==> config.mk <==
export PLATFORM = sky130hd
export DESIGN_NAME = star_scanner
export DESIGN_NICKNAME = d
export VERILOG_FILES = /design/src/rtl/star_scanner.sv
export SDC_FILE = /design/constraint.sdc
export NUM_CORES = 1
export LEC_CHECK = 0
export ABC_CLOCK_PERIOD_IN_PS = 3700
export CORE_UTILIZATION = 60
export CTS_BUF_LIST = sky130_fd_sc_hd__clkbuf_4
export CTS_CLUSTER_DIAMETER = 40
export DETAILED_ROUTE_END_ITERATION = 10
export DONT_BUFFER_PORTS = 1
export PLACE_DENSITY = 0.79
export SLEW_MARGIN = 10
export SYNTH_ARGS = -nofsm -noshare
export SYNTH_HDL_FRONTEND = slang
export SYNTH_SLANG_ARGS = --single-unit
==> constraint.sdc <==
create_clock -name clk -period 3.7 [get_ports clk]
set_input_delay 0.555 -clock clk [delete_from_list [all_inputs] [get_ports clk]]
set_output_delay 0.555 -clock clk [all_outputs]
set_load 0.02 [all_outputs]
==> src/rtl/star_scanner.sv <==
// Raster-scans an image ROM for bright pixels and hands each star seed to an external measurement stage.
// Optional STAR_MASK_EN: keep a table of measured extents and skip pixels inside already-recorded stars.
module star_scanner #(
    parameter logic [2:0]  THRESHOLD = 3'd0,
    parameter logic [5:0]  X_RES     = 6'd60,
    parameter logic [5:0]  Y_RES     = 6'd60,
    parameter int unsigned MAX_STARS = 4
) (
    input  logic        clk,
    input  logic        reset,
    input  logic        start,
    output logic [11:0] memAddr,
    input  logic [2:0]  pixVal,
    output logic        starFound,
    output logic [5:0]  xOut,
    output logic [5:0]  yOut,
    input  logic        starDone,
    input  logic [5:0]  starLeft,
    input  logic [5:0]  starRight,
    input  logic [5:0]  starTop,
    input  logic [5:0]  starBottom,
    output logic [2:0]  starCount,
    output logic        scanDone
);
    typedef enum logic [2:0] {IDLE, ISSUE, WAIT, CHECK, FOUND, HOLD, RECORD, DONE} state_t;

    state_t     state, state_next;
    logic [5:0] x, y;
    logic [5:0] step_x, step_y, rec_x, rec_y;
    logic       step_end, rec_end;
    logic       bright, masked, hit, count_full;
    logic [5:0] right_q;

    assign memAddr    = 12'(y) * 12'(X_RES) + 12'(x);
    assign bright     = pixVal > THRESHOLD;
    assign hit        = bright && !masked;
    assign count_full = (starCount + 3'd1) == 3'(MAX_STARS);

    always_comb begin
        step_end = (x == X_RES - 6'd1) && (y == Y_RES - 6'd1);
        if (x == X_RES - 6'd1) begin
            step_x = '0;
            step_y = y + 6'd1;
        end else begin
            step_x = x + 6'd1;
            step_y = y;
        end
    end

`ifdef STAR_MASK_EN
    logic [5:0]           tbl_left   [MAX_STARS];
    logic [5:0]           tbl_right  [MAX_STARS];
    logic [5:0]           tbl_top    [MAX_STARS];
    logic [5:0]           tbl_bottom [MAX_STARS];
    logic [MAX_STARS-1:0] tbl_valid;
    logic [5:0]           left_q, top_q, bottom_q;

    always_comb begin
        masked = 1'b0;
        for (int unsigned i = 0; i < MAX_STARS; i++) begin
            if (tbl_valid[i] && x >= tbl_left[i] && x <= tbl_right[i] &&
                y >= tbl_top[i] && y <= tbl_bottom[i])
                masked = 1'b1;
        end
    end

    // The rest of a recorded star is skipped by the mask, so RECORD is a plain raster step.
    assign rec_x   = step_x;
    assign rec_y   = step_y;
    assign rec_end = step_end;

    always_ff @(posedge clk or posedge reset) begin
        if (reset) begin
            tbl_valid <= '0;
            left_q    <= '0;
            top_q     <= '0;
            bottom_q  <= '0;
        end else begin
            if (state == HOLD && starDone) begin
                left_q   <= starLeft;
                top_q    <= starTop;
                bottom_q <= starBottom;
            end
            if ((state == IDLE || state == DONE) && start) begin
                tbl_valid <= '0;
            end else if (state == RECORD) begin
                for (int unsigned i = 0; i < MAX_STARS; i++)
                    if (3'(i) == starCount) tbl_valid[i] <= 1'b1;
            end
        end
    end

    always_ff @(posedge clk) begin
        if (state == RECORD) begin
            for (int unsigned i = 0; i < MAX_STARS; i++) begin
                if (3'(i) == starCount) begin
                    tbl_left[i]   <= left_q;
                    tbl_right[i]  <= right_q;
                    tbl_top[i]    <= top_q;
                    tbl_bottom[i] <= bottom_q;
                end
            end
        end
    end
`else
    logic unused_extents;
    assign unused_extents = ^{starLeft, starTop, starBottom};
    assign masked = 1'b0;

    // Without a mask, resume just right of the star on the seed row.
    always_comb begin
        if (right_q >= X_RES - 6'd1) begin
            rec_x   = '0;
            rec_y   = y + 6'd1;
            rec_end = (y == Y_RES - 6'd1);
        end else begin
            rec_x   = right_q + 6'd1;
            rec_y   = y;
            rec_end = 1'b0;
        end
    end
`endif

    always_ff @(posedge clk or posedge reset) begin
        if (reset) state <= IDLE;
        else       state <= state_next;
    end

    always_comb begin
        state_next = state;
        starFound  = 1'b0;
        scanDone   = 1'b0;
        case (state)
            IDLE:   if (start) state_next = ISSUE;
            ISSUE:  state_next = WAIT;
            WAIT:   state_next = CHECK;
            CHECK: begin
                if (hit)           state_next = FOUND;
                else if (step_end) state_next = DONE;
                else               state_next = ISSUE;
            end
            FOUND: begin
                starFound  = 1'b1;
                state_next = HOLD;
            end
            HOLD:   if (starDone) state_next = RECORD;
            RECORD: state_next = (count_full || rec_end) ? DONE : ISSUE;
            DONE: begin
                scanDone = 1'b1;
                if (start) state_next = ISSUE;
            end
            default: state_next = IDLE;
        endcase
    end

    always_ff @(posedge clk or posedge reset) begin
        if (reset) begin
            x         <= '0;
            y         <= '0;
            starCount <= '0;
            xOut      <= '0;
            yOut      <= '0;
            right_q   <= '0;
        end else begin
            case (state)
                IDLE, DONE: begin
                    if (start) begin
                        x         <= '0;
                        y         <= '0;
                        starCount <= '0;
                    end
                end
                CHECK: begin
                    if (hit) begin
                        xOut <= x;
                        yOut <= y;
                    end else if (!step_end) begin
                        x <= step_x;
                        y <= step_y;
                    end
                end
                HOLD: if (starDone) right_q <= starRight;
                RECORD: begin
                    starCount <= starCount + 3'd1;
                    if (!rec_end) begin
                        x <= rec_x;
                        y <= rec_y;
                    end
                end
                default: ;
            endcase
        end
    end
endmodule

; ---- Word-level counts from Yosys, hierarchy flattened
; Cells that the tools add are included.
[classes]
addsub = 5
mul = 1
order_cmp = 2
eq_ne = 17
mux = 24
n_reduce_logical = 12
[ops]
columns = op, count
row1 = 6-bit two-way mux, 11
row2 = 6-bit one-hot mux with 3 select lines, 2
row3 = 3-bit one-hot mux with 7 select lines, 1
row4 = "6-bit by 1-bit adder with 6-bit output, second input constant", 3
row5 = 3-bit two-way mux, 6
row6 = "3-bit == test, second input constant", 5
row7 = 12-bit by 6-bit adder with 12-bit output, 1
row8 = "6-bit == test, second input constant", 2
row9 = "2-bit inequality test, second input constant", 6
row10 = "6-bit by 4-bit multiplier with 10-bit output, second input constant", 1
row11 = 2-bit AND reduction, 4
row12 = 7-bit AND reduction, 1
row13 = "3-bit by 2-bit == test with 1-bit output, second input constant", 2
row14 = "6-bit greater-or-equal comparator, second input constant", 1
row15 = 3-bit one-hot mux with 2 select lines, 1
row16 = 5-bit AND reduction, 1
row17 = "3-bit by 1-bit adder with 3-bit output, second input constant", 1
row18 = "3-bit by 1-bit == test with 1-bit output, second input constant", 1
row19 = "3-bit by 1-bit greater-than comparator with 1-bit output, second input constant", 1
row20 = 3-bit zero test, 1
row21 = 1-bit two-way mux, 3
row22 = 3-bit nonzero test, 1
row23 = "2-bit by 1-bit inequality test with 1-bit output, second input constant", 1
row24 = 2-bit nonzero test, 1
row25 = other kinds (3), 3
[word_totals]
regBits = 36
inputBits = 31
out_inout_bits = 29

; ---- Longest topological paths before layout
[logic_depth]
depth_word = 5
mapped_depth = 11

; ---- Worst setup path before layout
; Ideal clock, no wire load.
[synth_timing]
path_type = register to output
from = register y[0]
to = output memAddr[11]
arrival_time_ns = 3.361
path_slack_ns = -0.216
stages_incl_launch_ff = 12
path_buffers = 0
cell_sequence = dfrtp_1 -> fa_1 -> fa_1 -> inv_1 -> fa_1 -> inv_1 -> ha_1 -> nand2_1 -> o21ai_0 -> nand4_1 -> nor4_1 -> xnor3_1
[synth_via]
elab_chain_cells = 2
[synth_rtl]
columns = item, line
row1 = from (decl), 28  ; logic [5:0] x, y;
row2 = from (signal assigned), 179  ; y <= step_y;
row3 = from (signal assigned), 187  ; y <= rec_y;
row4 = 6-bit by 4-bit multiplier with 10-bit output, 34  ; assign memAddr = 12'(y) * 12'(X_RES) + 12'(x);
row5 = 12-bit by 6-bit adder with 12-bit output, 34
row6 = to (decl), 12  ; output logic [11:0] memAddr,
; No other way between the ends.

; ---- Worst setup path in the final report
[layout_timing]
from = register y[1]
to = output memAddr[11]
; Same word-level chain as after synthesis.

==> impl_metrics.ini <==
[run_status]
status = finished with violations
violations = setup timing

[yosys]
synth-xor-area-share = 0.0518
yosys.area.top_type = dfrtp_1
syn_inst = 295
synth_top_family_by_area = adder cells
syn_nets = 362
seq_area_frac_synth = 0.303
syn_area_per_cell_um2 = 10.1
synthSimpleGateAreaFrac = 0.147
muxShareOfSynthArea = 0.0851
synth_seq_cells = 36
synth-edff-count = 0
ys_warn_count = 0
syn_area_um2 = 2970
async_flop_share = 1.00
synth_top_area_frac = 0.303
synth_area_leaders = dfrtp_1, ha_1, fa_1, mux2_1, inv_1
synthAdderAreaFrac = 0.177
synth_compound_area_frac = 0.171
synth_top_flop_cell = dfrtp_1
synth_cell_types = 68

[layout]
final_cell_mix = buf_4, dfrtp_1, ha_1
fill_cells = 330
area_delta_synth_final_pct = 17.8
fin_nets = 400
final_common_cell = buf_4
antenna_cells = 0
drive_gt1_frac = 0.311
layoutNonFillerInstCount = 401
final_area_um2 = 3500

[detailed_routing]
vias = 2434
dr.pass1.iters = 4
drt_wl_total_um = 7170
first_iter_violations = 155
postRouteAntennaNets = 0
vias_per_cell = 6.07
drcViolationCount = 0
wl_per_cell_um = 17.9

[clocking]
cts_root_buffer = clkbuf_4
cts_tree = yes
numCtsBuffers = 5
cts_buffer_depth = 2
clkTransAtPathRegs_ps = 120
ctsHoldBuffers = 0
h-tree-depth = 2
numClockSinks = 36
clock_latency_ps = 350

[floorplan]
start_util = 0.625
die_h_um = 72.4
pin_count = 60
dieArea_um2 = 5240
coreArea_um2 = 4750
num_rows = 25
die_width_um = 72.4

[power_and_ir_drop]
p_comb_frac = 0.673
clkPwrFrac = 0.068
intPower_w = 0.00163
switchingPower_w = 0.00155
p_sw_frac = 0.487
power_density_nw_per_um2 = 910
power_leakage_nw = 1.73
peakVddDrop_v = 0.000354
pwr-share-seq = 0.259

[grt]
antenna_found_initial = 0
grt_use_total = 0.278
grt_pass1_vias = 2418
grt_pass1_wl_um = 11400
grt_max_degree = 23
gr-total-overflow = 0

[timing]
finalHoldViolCount = 0
post-route-min-period_ps = 4300
worst_pin_slew_ps = 883
relSlewSlack = 0.405
skew_ps = 14.3
final.setup.worst_slack_ps = -599
setup_viol_count_final = 7
clock.fmax_mhz = 233
fin_crit_sh = 1.16
slew_violations = 0
rsz0062_at_grt = true

[placement]
place_congestion = 0.949
numPortBuffers = 0
dpl.hpwl_um = 4960
placed_area_um2 = 3290
place_inst = 389

[setup_path]
required_ps = 3140
crit_buf_inv = 1
slowest_stage = fa_1
startpoint = y[1]$_DFFE_PP0P_
path_delay_family = adder cells
crit_arrival_ps = 3740
end_kind = output port
reg2reg_slack_ps = 1290
startpoint_type = register
worstPathMaxFanout = 3
worst-setup-path-type = register to output port
reg2reg_from = y[0]$_DFFE_PP0P_
cp_cell_sequence = fa_1 -> fa_1 -> buf_4 -> ha_1 -> a211oi_4 -> o21ai_2 -> a221o_1 -> nor4_2 -> xnor3_2
cpMostUsedCell = fa_1
cp_slowest_stage_delay_ps = 610

[min_path]
hold_class = input port to async pin

[job]
drv_cap = 0
==> through the flow <==
step	power (W)	setup slack [ps]	TNS, ps	utilization	hold slack, ps
floorplan	0.00206	-41.4	-77.8	-	504
global placement	0.00254	-231	-392	0.692	526
detailed placement	0.00261	-270	-642	0.692	548
CTS	0.00293	-585	-2400	0.717	183
global route	0.00339	-759	-3780	0.736	202
finish	0.00318	-599	-2880	0.736	163
==> metal layers <==
layer | wire length [um] | track usage | vias to the layer above
met3 | 372 | 0.0472 | 13
met4 | 129 | 0.0763 | 0
met5 | 0 | 0 | -
li1 | - | - | 1129
met1 | 3080 | 0.374 | 1217
met2 | 3590 | 0.462 | 75
==> power by group through the flow <==
stage	Combinational, W	Sequential (W)	Clock, W
6_report	0.00214	0.000825	0.000216
5_1_grt	0.00231	0.000847	0.000237
4_1_cts	0.00190	0.000817	0.000214
3_5_place_dp	0.00179	0.000824	0
3_3_place_gp	0.00172	0.000815	0
2_1_floorplan	0.00136	0.000703	0
==> sequential cells by signal, indices dropped and copies added, names as in the netlist <==
register   count
right_q        6
xOut           6
x              6
yOut           6
y              6
starCount      3
state          3
==> repair_timing <==
item                                    CTS  global route
pin swaps                                 7             6
setup buffers                             3             3
endpoints found under the setup margin    6             7
resized for setup                        12            13
==> Yosys cell counts (3+ instances only) <==
cell type / instances
a21o_1: 3
fa_1: 10
buf_4: 3
a22o_1: 5
ha_1: 26
nor3b_1: 5
mux2_2: 8
nand3_1: 7
nor2b_1: 3
xnor2_1: 9
inv_1: 24
xor2_1: 6
o21ai_0: 5
mux2i_1: 5
dfrtp_1: 36
nand2_1: 21
nor3_1: 5
a31oi_1: 3
o21ai_1: 4
a21oi_1: 10
o31ai_1: 4
mux2_1: 10
o22ai_1: 7
nor2_1: 19
==> final cells by class <==
type	count	area (um^2)	area share
multi-input combinational	222	2030	0.580
sequential	36	905	0.258
inverter	25	98.8	0.0282
clock buffer	6	45.0	0.0129
tap	67	83.8	0.0240
timing repair buffer	43	330	0.0944
clock inverter	2	7.51	0.00215
==> path summary, 6_finish.rpt <==
path	to	cells past startpoint
max	memAddr[11]	9
min	x[2]$_DFFE_PP0P_	1
max reg2reg	y[4]$_DFFE_PP0P_	8
min reg2reg	right_q[1]$_DFFE_PP0P_	1
max in group asynchronous	y[4]$_DFFE_PP0P_	2
min in group clk	state[0]$_DFFE_PP0P_	1
==> logic make-up after synthesis <==
family / after synthesis
fa+ha+maj: 36
mux: 23
compound gates: 65
buf+inv: 37
xor+xnor: 16
flops: 36
simple gates: 82
Power figures use the tool's default switching activity.
==> variant (same flow settings) <==
Encoding of `state_t`: now one-hot (8 bits for 8 states).
--- a/src/rtl/star_scanner.sv
+++ b/src/rtl/star_scanner.sv
@@ -24,3 +24,3 @@
 );
-    typedef enum logic [2:0] {IDLE, ISSUE, WAIT, CHECK, FOUND, HOLD, RECORD, DONE} state_t;
+    typedef enum logic [7:0] {IDLE = 8'b00000001, ISSUE = 8'b00000010, WAIT = 8'b00000100, CHECK = 8'b00001000, FOUND = 8'b00010000, HOLD = 8'b00100000, RECORD = 8'b01000000, DONE = 8'b10000000} state_t;
 
Function: no difference found for any inputs over 10 cycles, from zero or initial values and one cycle with reset high; not proved beyond that.
==> variant against the unedited design <==
The flow still finishes with violations (negative setup slack). First-iteration DRC count shrank 3.2%. Count of clock-buffer cells in the layout is the same. Routed wire length shrank 0.99%. Area after synthesis grew 6.8%. Final area grew 4.8%. Worst setup slack gained 0.020 ns. Sequential cell count grew 5. Fmax grew 0.46%. Clock skew shrank 0.0035 ns. Critical path type unchanged. Critical endpoint is now memAddr[10]. Largest cell class unchanged. Highest routed layer unchanged.
Power is not compared: it rests on default switching activity, and its combinational part moved more than twofold at a synthesized area within 25%.
==> variant: results (changes against the unedited design) <==
- The critical path's largest stage delay came to 0.56 ns (was 0.61 ns).
- The minimum setup slack in the final design is -0.579 ns (was -0.599 ns).
- The layout sequential cell count is 41 (was 36).
- The sequential element share of the synthesized area came to 0.324 (was 0.303).
- The source of the worst register-to-register timing path is state[4] (was y[0]).
- The global routing usage on met1 is 0.335 (was 0.374).
- The count of fill cells added during filler insertion is 398 (was 330).
- The wire length the detailed router placed on met1 is 2980 um (was 3080 um).
- Result of the run: complete, but fails checks (unchanged).
- The pre-CTS setup slack is -0.276 ns (was -0.270 ns).
- The register-to-register path setup slack was 0.91 ns (was 1.29 ns).
- Violated checks: negative setup slack (unchanged).
- The share of cells above drive strength 1 is 0.249 (was 0.311).
- The register cell area after layout was 1030 um^2 (was 905 um^2).
- The fraction of met2 tracks used by global routing is 0.481 (was 0.462).
- The launch point of the worst path is y[0] (was y[1]).
- The clock network contribution to total cell area was 0.0215 (was 0.0150).
- The final-layout non-clock buffer area share was 0.0881 (was 0.0944).
- The routed wire length on met2 is 3670 um (was 3590 um).
- The critical path arrival is 3.72 ns (was 3.74 ns).
- The count of multi-input gates was 243 (was 222).
- The final setup violation count is 6 (was 7).
- The total negative setup slack is -2.84 ns (was -2.88 ns).
- The gate count of the mapped netlist is 325 (was 295).
- The worst hold slack is 0.219 ns (was 0.163 ns).
- The maximum number of pins on one net before global-route repair is 22 (was 23).
- The final cell count without fillers came to 432 (was 401).
[variant: changes by cell type after synthesis, moves of 3 or more]
cell	before	now
sky130_fd_sc_hd__nor3_1	5	8
sky130_fd_sc_hd__inv_1	24	28
sky130_fd_sc_hd__o21a_1	2	5
sky130_fd_sc_hd__nor3b_1	5	2
sky130_fd_sc_hd__dfrtp_1	36	40
sky130_fd_sc_hd__a22o_1	5	2
sky130_fd_sc_hd__mux2_2	8	12
sky130_fd_sc_hd__mux2_1	10	0
sky130_fd_sc_hd__buf_2	2	7
sky130_fd_sc_hd__o21ai_0	5	17
sky130_fd_sc_hd__nand2b_1	2	5
[variant: kinds of logic after synthesis]
kind of cell    after synthesis  synth area share
simple gates                 97             0.176
compound gates               78             0.172
buf+inv                      41            0.0584
flops                        41             0.324
fa+ha+maj                    36             0.166
xor+xnor                     17            0.0513
mux                          15            0.0521
